[config.mk]
export PLATFORM = sky130hd
export DESIGN_NAME = tile_load_sequencer
export DESIGN_NICKNAME = d
export VERILOG_FILES = /design/src/rtl/tile_load_sequencer.sv
export SDC_FILE = /design/constraint.sdc
export NUM_CORES = 1
export LEC_CHECK = 0
export ABC_AREA = 1
export CORE_ASPECT_RATIO = 0.8
export CORE_MARGIN = 5
export CORE_UTILIZATION = 50
export DETAILED_ROUTE_END_ITERATION = 10
export PLACE_DENSITY = 0.94
export SETUP_SLACK_MARGIN = 0.4
export SYNTH_ARGS = -nofsm -noshare
export SYNTH_HDL_FRONTEND = slang
export SYNTH_SLANG_ARGS = --single-unit
export TNS_END_PERCENT = 30
[constraint.sdc]
create_clock -name clk -period 2.25 [get_ports clk]
set_clock_uncertainty 0.1 [all_clocks]
set_input_delay 0.45 -clock clk [delete_from_list [all_inputs] [get_ports clk]]
set_output_delay 0.45 -clock clk [all_outputs]
set_load 0.005 [all_outputs]
[src/rtl/tile_load_sequencer.sv]
// Tile load sequencer: turns one valid/ready word stream into write beats for kernel_mem,
// input_mem and overlap_cache. Optional overlap phase enabled by TILE_LOADER_OVERLAP_EN.
module tile_load_sequencer #(
    parameter int IO_DATA_WIDTH = 16,
    parameter int INPUT_WORDS   = 16384,
    parameter int KERNEL_WORDS  = 512,
    parameter int OVERLAP_WORDS = 256
) (
    input  logic                     clk,
    input  logic                     arst_n_in,
    input  logic                     load_start,
    input  logic                     load_kernel,
    input  logic [IO_DATA_WIDTH-1:0] s_data,
    input  logic                     s_valid,
    output logic                     s_ready,
    output logic [IO_DATA_WIDTH-1:0] wr_addr,
    output logic [IO_DATA_WIDTH-1:0] wr_data,
    output logic                     int_mem_we,
    output logic                     overlap_cache_we,
    output logic                     data_ready,
    input  logic                     fsm_done,
    output logic                     busy
);

    localparam int MAX_KI    = (INPUT_WORDS > KERNEL_WORDS) ? INPUT_WORDS : KERNEL_WORDS;
    localparam int MAX_WORDS = (MAX_KI > OVERLAP_WORDS) ? MAX_KI : OVERLAP_WORDS;
    localparam int CNT_W     = $clog2(MAX_WORDS);

    localparam logic [CNT_W-1:0] KERN_LAST  = CNT_W'(KERNEL_WORDS - 1);
    localparam logic [CNT_W-1:0] INPUT_LAST = CNT_W'(INPUT_WORDS - 1);
`ifdef TILE_LOADER_OVERLAP_EN
    localparam logic [CNT_W-1:0] OVL_LAST   = CNT_W'(OVERLAP_WORDS - 1);
`endif

    typedef enum logic [2:0] {
        IDLE       = 3'd0,
        LD_KERNEL  = 3'd1,
        LD_INPUT   = 3'd2,
`ifdef TILE_LOADER_OVERLAP_EN
        LD_OVERLAP = 3'd3,
`endif
        READY      = 3'd4
    } state_t;

    state_t                   state_r;
    state_t                   next_load_s;
    logic [CNT_W-1:0]         cnt_r;
    logic [IO_DATA_WIDTH-1:0] beat_addr_s;
    logic                     phase_last_s;

`ifdef TILE_LOADER_OVERLAP_EN
    logic ov_we_r;
    assign overlap_cache_we = ov_we_r;
`else
    assign overlap_cache_we = 1'b0;
`endif

    assign s_ready = (state_r == LD_KERNEL) || (state_r == LD_INPUT)
`ifdef TILE_LOADER_OVERLAP_EN
                     || (state_r == LD_OVERLAP)
`endif
                     ;
    assign busy = (state_r != IDLE);

    // Per-phase beat address, last-word detect and successor state
    always_comb begin
        beat_addr_s  = IO_DATA_WIDTH'(cnt_r);
        phase_last_s = 1'b0;
        next_load_s  = state_r;
        case (state_r)
            LD_KERNEL: begin
                beat_addr_s[IO_DATA_WIDTH-1] = 1'b1;
                phase_last_s = (cnt_r == KERN_LAST);
                next_load_s  = LD_INPUT;
            end
            LD_INPUT: begin
                phase_last_s = (cnt_r == INPUT_LAST);
`ifdef TILE_LOADER_OVERLAP_EN
                next_load_s  = LD_OVERLAP;
`else
                next_load_s  = READY;
`endif
            end
`ifdef TILE_LOADER_OVERLAP_EN
            LD_OVERLAP: begin
                phase_last_s = (cnt_r == OVL_LAST);
                next_load_s  = READY;
            end
`endif
            default: begin
                phase_last_s = 1'b0;
                next_load_s  = state_r;
            end
        endcase
    end

    // Sequencer state, word counter and registered write-beat outputs
    always_ff @(posedge clk) begin
        if (!arst_n_in) begin
            state_r    <= IDLE;
            cnt_r      <= '0;
            wr_addr    <= '0;
            wr_data    <= '0;
            int_mem_we <= 1'b0;
            data_ready <= 1'b0;
`ifdef TILE_LOADER_OVERLAP_EN
            ov_we_r    <= 1'b0;
`endif
        end else begin
            int_mem_we <= 1'b0;
`ifdef TILE_LOADER_OVERLAP_EN
            ov_we_r    <= 1'b0;
`endif
            case (state_r)
                IDLE: begin
                    data_ready <= 1'b0;
                    if (load_start) begin
                        cnt_r   <= '0;
                        state_r <= load_kernel ? LD_KERNEL : LD_INPUT;
                    end
                end
                LD_KERNEL, LD_INPUT: begin
                    if (s_valid) begin
                        wr_addr    <= beat_addr_s;
                        wr_data    <= s_data;
                        int_mem_we <= 1'b1;
                        if (phase_last_s) begin
                            cnt_r   <= '0;
                            state_r <= next_load_s;
                        end else begin
                            cnt_r   <= cnt_r + CNT_W'(1);
                        end
                    end
                end
`ifdef TILE_LOADER_OVERLAP_EN
                LD_OVERLAP: begin
                    if (s_valid) begin
                        wr_addr <= beat_addr_s;
                        wr_data <= s_data;
                        ov_we_r <= 1'b1;
                        if (phase_last_s) begin
                            cnt_r   <= '0;
                            state_r <= next_load_s;
                        end else begin
                            cnt_r   <= cnt_r + CNT_W'(1);
                        end
                    end
                end
`endif
                READY: begin
                    // data_ready rises one cycle after the final beat and drops after fsm_done
                    if (fsm_done) begin
                        data_ready <= 1'b0;
                        state_r    <= IDLE;
                    end else begin
                        data_ready <= 1'b1;
                    end
                end
                default: begin
                    state_r <= IDLE;
                end
            endcase
        end
    end

endmodule
==> impl_metrics.toml <==
[hold_path]
whs_path_depth = 2
hold_class = "reg2reg"
min_to = "wr_data[5]"
holdCritStartpoint = "wr_data[5]"

[detailed_routing]
drt-total-wl_um = 5840
drc = 0
postRouteAntennaNets = 0
vias = 2226
via_per_inst = 5.29
drtIter0Drc = 137
wire_per_inst_um = 13.9
firstDrtPassIters = 5

[critical_path]
cp.required_ns = 2.38
r2r_start = "cnt_r[1]"
slowest_stage = "dfxtp_1"
cp_cell_sequence = "ha_1 -> nand2_1 -> nor2_4 -> nand2_2 -> o21ai_4 -> nand3_2 -> nand2_1 -> nand2_1 -> nor2_1"
worstPathArrival_ns = 1.89
startpoint_type = "flip-flop"
rrSetupSlack_ns = 0.49
r2r_end = "state_r[1]"
path_common_cell = "nand2_1"
critPathMaxFanout = 6
end_kind = "flip-flop"
r2r_cells = 9
path_class = "reg2reg"
max_stage_delay_ns = 0.37

[die]
ioPinCount = 59
die_x_um = 84.5
std_cell_rows = 21
die-area_um2 = 5880
die_h_um = 69.6
core_area_um2 = 4230
start_util_pct = 52.4

[power_and_ir_drop]
power.switching_uw = 1560
peakVddDrop_uv = 823
leakage_uw = 0.00121
power_frac_seq_pct = 32.0
intPower_uw = 2390
pwr-share-comb_pct = 49.2
total_power_uw = 3950
switching_share_pct = 39.4
p_clk_share_pct = 18.8
p_per_area_nw_per_um2 = 1300

[global_route]
overflow = 0
grt_start_max_net_pins = 27
grt_pass1_vias = 2099
grt_first_pass_wirelength_um = 9630
grt_antenna_before_repair = 0
track_usage_pct = 20.1

[logic_synthesis]
syn_inst = 304
synthMuxAreaShare_pct = 0
synth_top_area_share_pct = 45.1
synth-seq-cells = 50
yosys.area_share.simple_pct = 32.0
synth_warnings = 0
syn_avg_cell_area_um2 = 7.30
synthDistinctLibCells = 29
ys_seq_area_share_pct = 45.1
synthTopCellsByArea = "dfxtp_1 45%, nor2_1 11%, nand2_1 8.6%, o21ai_0 7.2%, a21oi_1 4.5%"
synth_compound_area_share_pct = 12.7
synth_top_area_cell = "dfxtp_1"
synth_xor_xnor_area_share_pct = 0.790
synth_top_family_by_area = "simple AND/OR/NAND/NOR gates"
synth_fa_ha_area_share_pct = 0.564
synth_area_um2 = 2220

[final_layout]
nets = 386
fin_util_pct = 71.5
multiInputGateArea_um2 = 1080
nFillCells = 322
drive_above_1_share_pct = 11.5
stdcell_area_um2 = 3030
final_cell_mix = "66 x nor2_1, 54 x clkdlybuf4s50_1, 49 x nand2_1"
antenna_cells = 0
final_common_cell = "nor2_1"
area_growth_syn_to_layout_pct = 36.4
regArea_um2 = 1010

[sta]
rsz0062_at_grt = "true"
slew_viol_final = 0
setup_tns_ns = 0
hold_viol = 0
timing.fmax_mhz = 567
period_minus_slack_ns = 1.76
fin_crit_sh_pct = 78.4
setup_viol = 0

[clock_tree]
cts_tree = "built"
cts_root_buf = "clkbuf_8"
clockBufferDepth = 2
clk_pin_slew_ns = 0.09
clock_latency_ns = 0.30
cts_sinks = 50
cts-buffers-inserted = 5
cts.htree.levels = 2

[run_status]
status = "complete, no violations"

[place]
placed_area_um2 = 2810
port_buffers = 56
place_hpwl_um = 4180
globalplace.congestion = 0.934

[run]
cap_violations = 0
==> state kept, by name, summed over array words and instances (netlist names) <==
name and cells:
data_ready 1, state_r 3, wr_addr 15, cnt_r 14, int_mem_we 1, wr_data 16
==> repair_timing <==
action / in CTS / in global routing
hold buffers: 0 / 0
setup buffers: 3 / 0
pin swaps: 2 / 1
resized for setup: 9 / 9
endpoints found under the setup margin: 3 / 14
endpoints found under the hold margin: 0 / 0
==> cell type report <==
class | instances | area share, %
Clock buffer | 5 | 2.27
Inverter | 27 | 3.60
Timing Repair Buffer | 64 | 20.5
Multi-Input combinational cell | 215 | 35.6
Tap cell | 57 | 2.36
Sequential cell | 50 | 33.4
Clock inverter | 3 | 2.27
==> worst max path at each step <==
| stage | startpoint | to | slack [ns] | cells past startpoint |
|---|---|---|---|---|
| after global placement | s_valid | cnt_r[5] | 0.32 | 8 |
| after detailed placement | s_valid | cnt_r[9] | 0.27 | 8 |
| final | cnt_r[1] | state_r[1] | 0.49 | 9 |
| after global routing | cnt_r[1] | state_r[1] | 0.35 | 9 |
| after CTS | state_r[0] | busy | 0.27 | 3 |
| after floorplan | cnt_r[0] | state_r[0] | 0.73 | 8 |
==> power by group through the flow <==
| stage | sequential, uW | combinational, uW | clock (uW) |
|---|---|---|---|
| 3_5_place_dp | 1260 | 1820 | 0 |
| 3_3_place_gp | 1250 | 1760 | 0 |
| 4_1_cts | 1260 | 1900 | 744 |
| 6_report | 1260 | 1940 | 742 |
| 5_1_grt | 1290 | 2170 | 789 |
| 2_1_floorplan | 1260 | 1220 | 0 |
==> logic make-up after synthesis <==
kind of cell	after synthesis
simple gates	155
compound gates	55
flops	50
buf+inv	40
xor+xnor	2
fa+ha+maj	1
other cells	1
==> per-layer routing <==
layer / vias up / global-route usage, % / part of all wire (%) / wire length, um
met4: 0 / 7.38 / 2.3 / 133
li1: 1087 / - / - / -
met5: - / 0 / 0 / 0
met1: 1008 / 25.8 / 43 / 2490
met3: 22 / 5.70 / 8.1 / 470
met2: 109 / 32.0 / 47 / 2740
==> stage by stage <==
step / setup slack (ns) / hold WS, ns / std cells
2_1_floorplan: 0.731 / 0.355 / 305
3_3_place_gp: 0.323 / 0.354 / 410
3_5_place_dp: 0.274 / 0.374 / 410
4_1_cts: 0.274 / 0.392 / 421
5_1_grt: 0.353 / 0.417 / 421
6_report: 0.487 / 0.390 / 421
==> cell usage after synthesis, drive strengths merged <==
cell	n
ha	1
xor2	2
buf	10
inv	27
o21ai	34
clkbuf	3
conb	1
nand3	24
nor2	68
a21oi	21
nor3	3
nand2	57
nand4	3
dfxtp	50
==> critical path, delay by kind of cell (launching register included) <==
| family | cells | cell delay [ns] |
|---|---|---|
| AND/OR/NAND/NOR | 7 | 0.80 |
| flip-flops | 1 | 0.37 |
| adder cells (fa/ha/maj) | 1 | 0.21 |
| AO/OA/AOI/OAI | 1 | 0.21 |
Note: power is estimated with default switching activity, not from simulation.
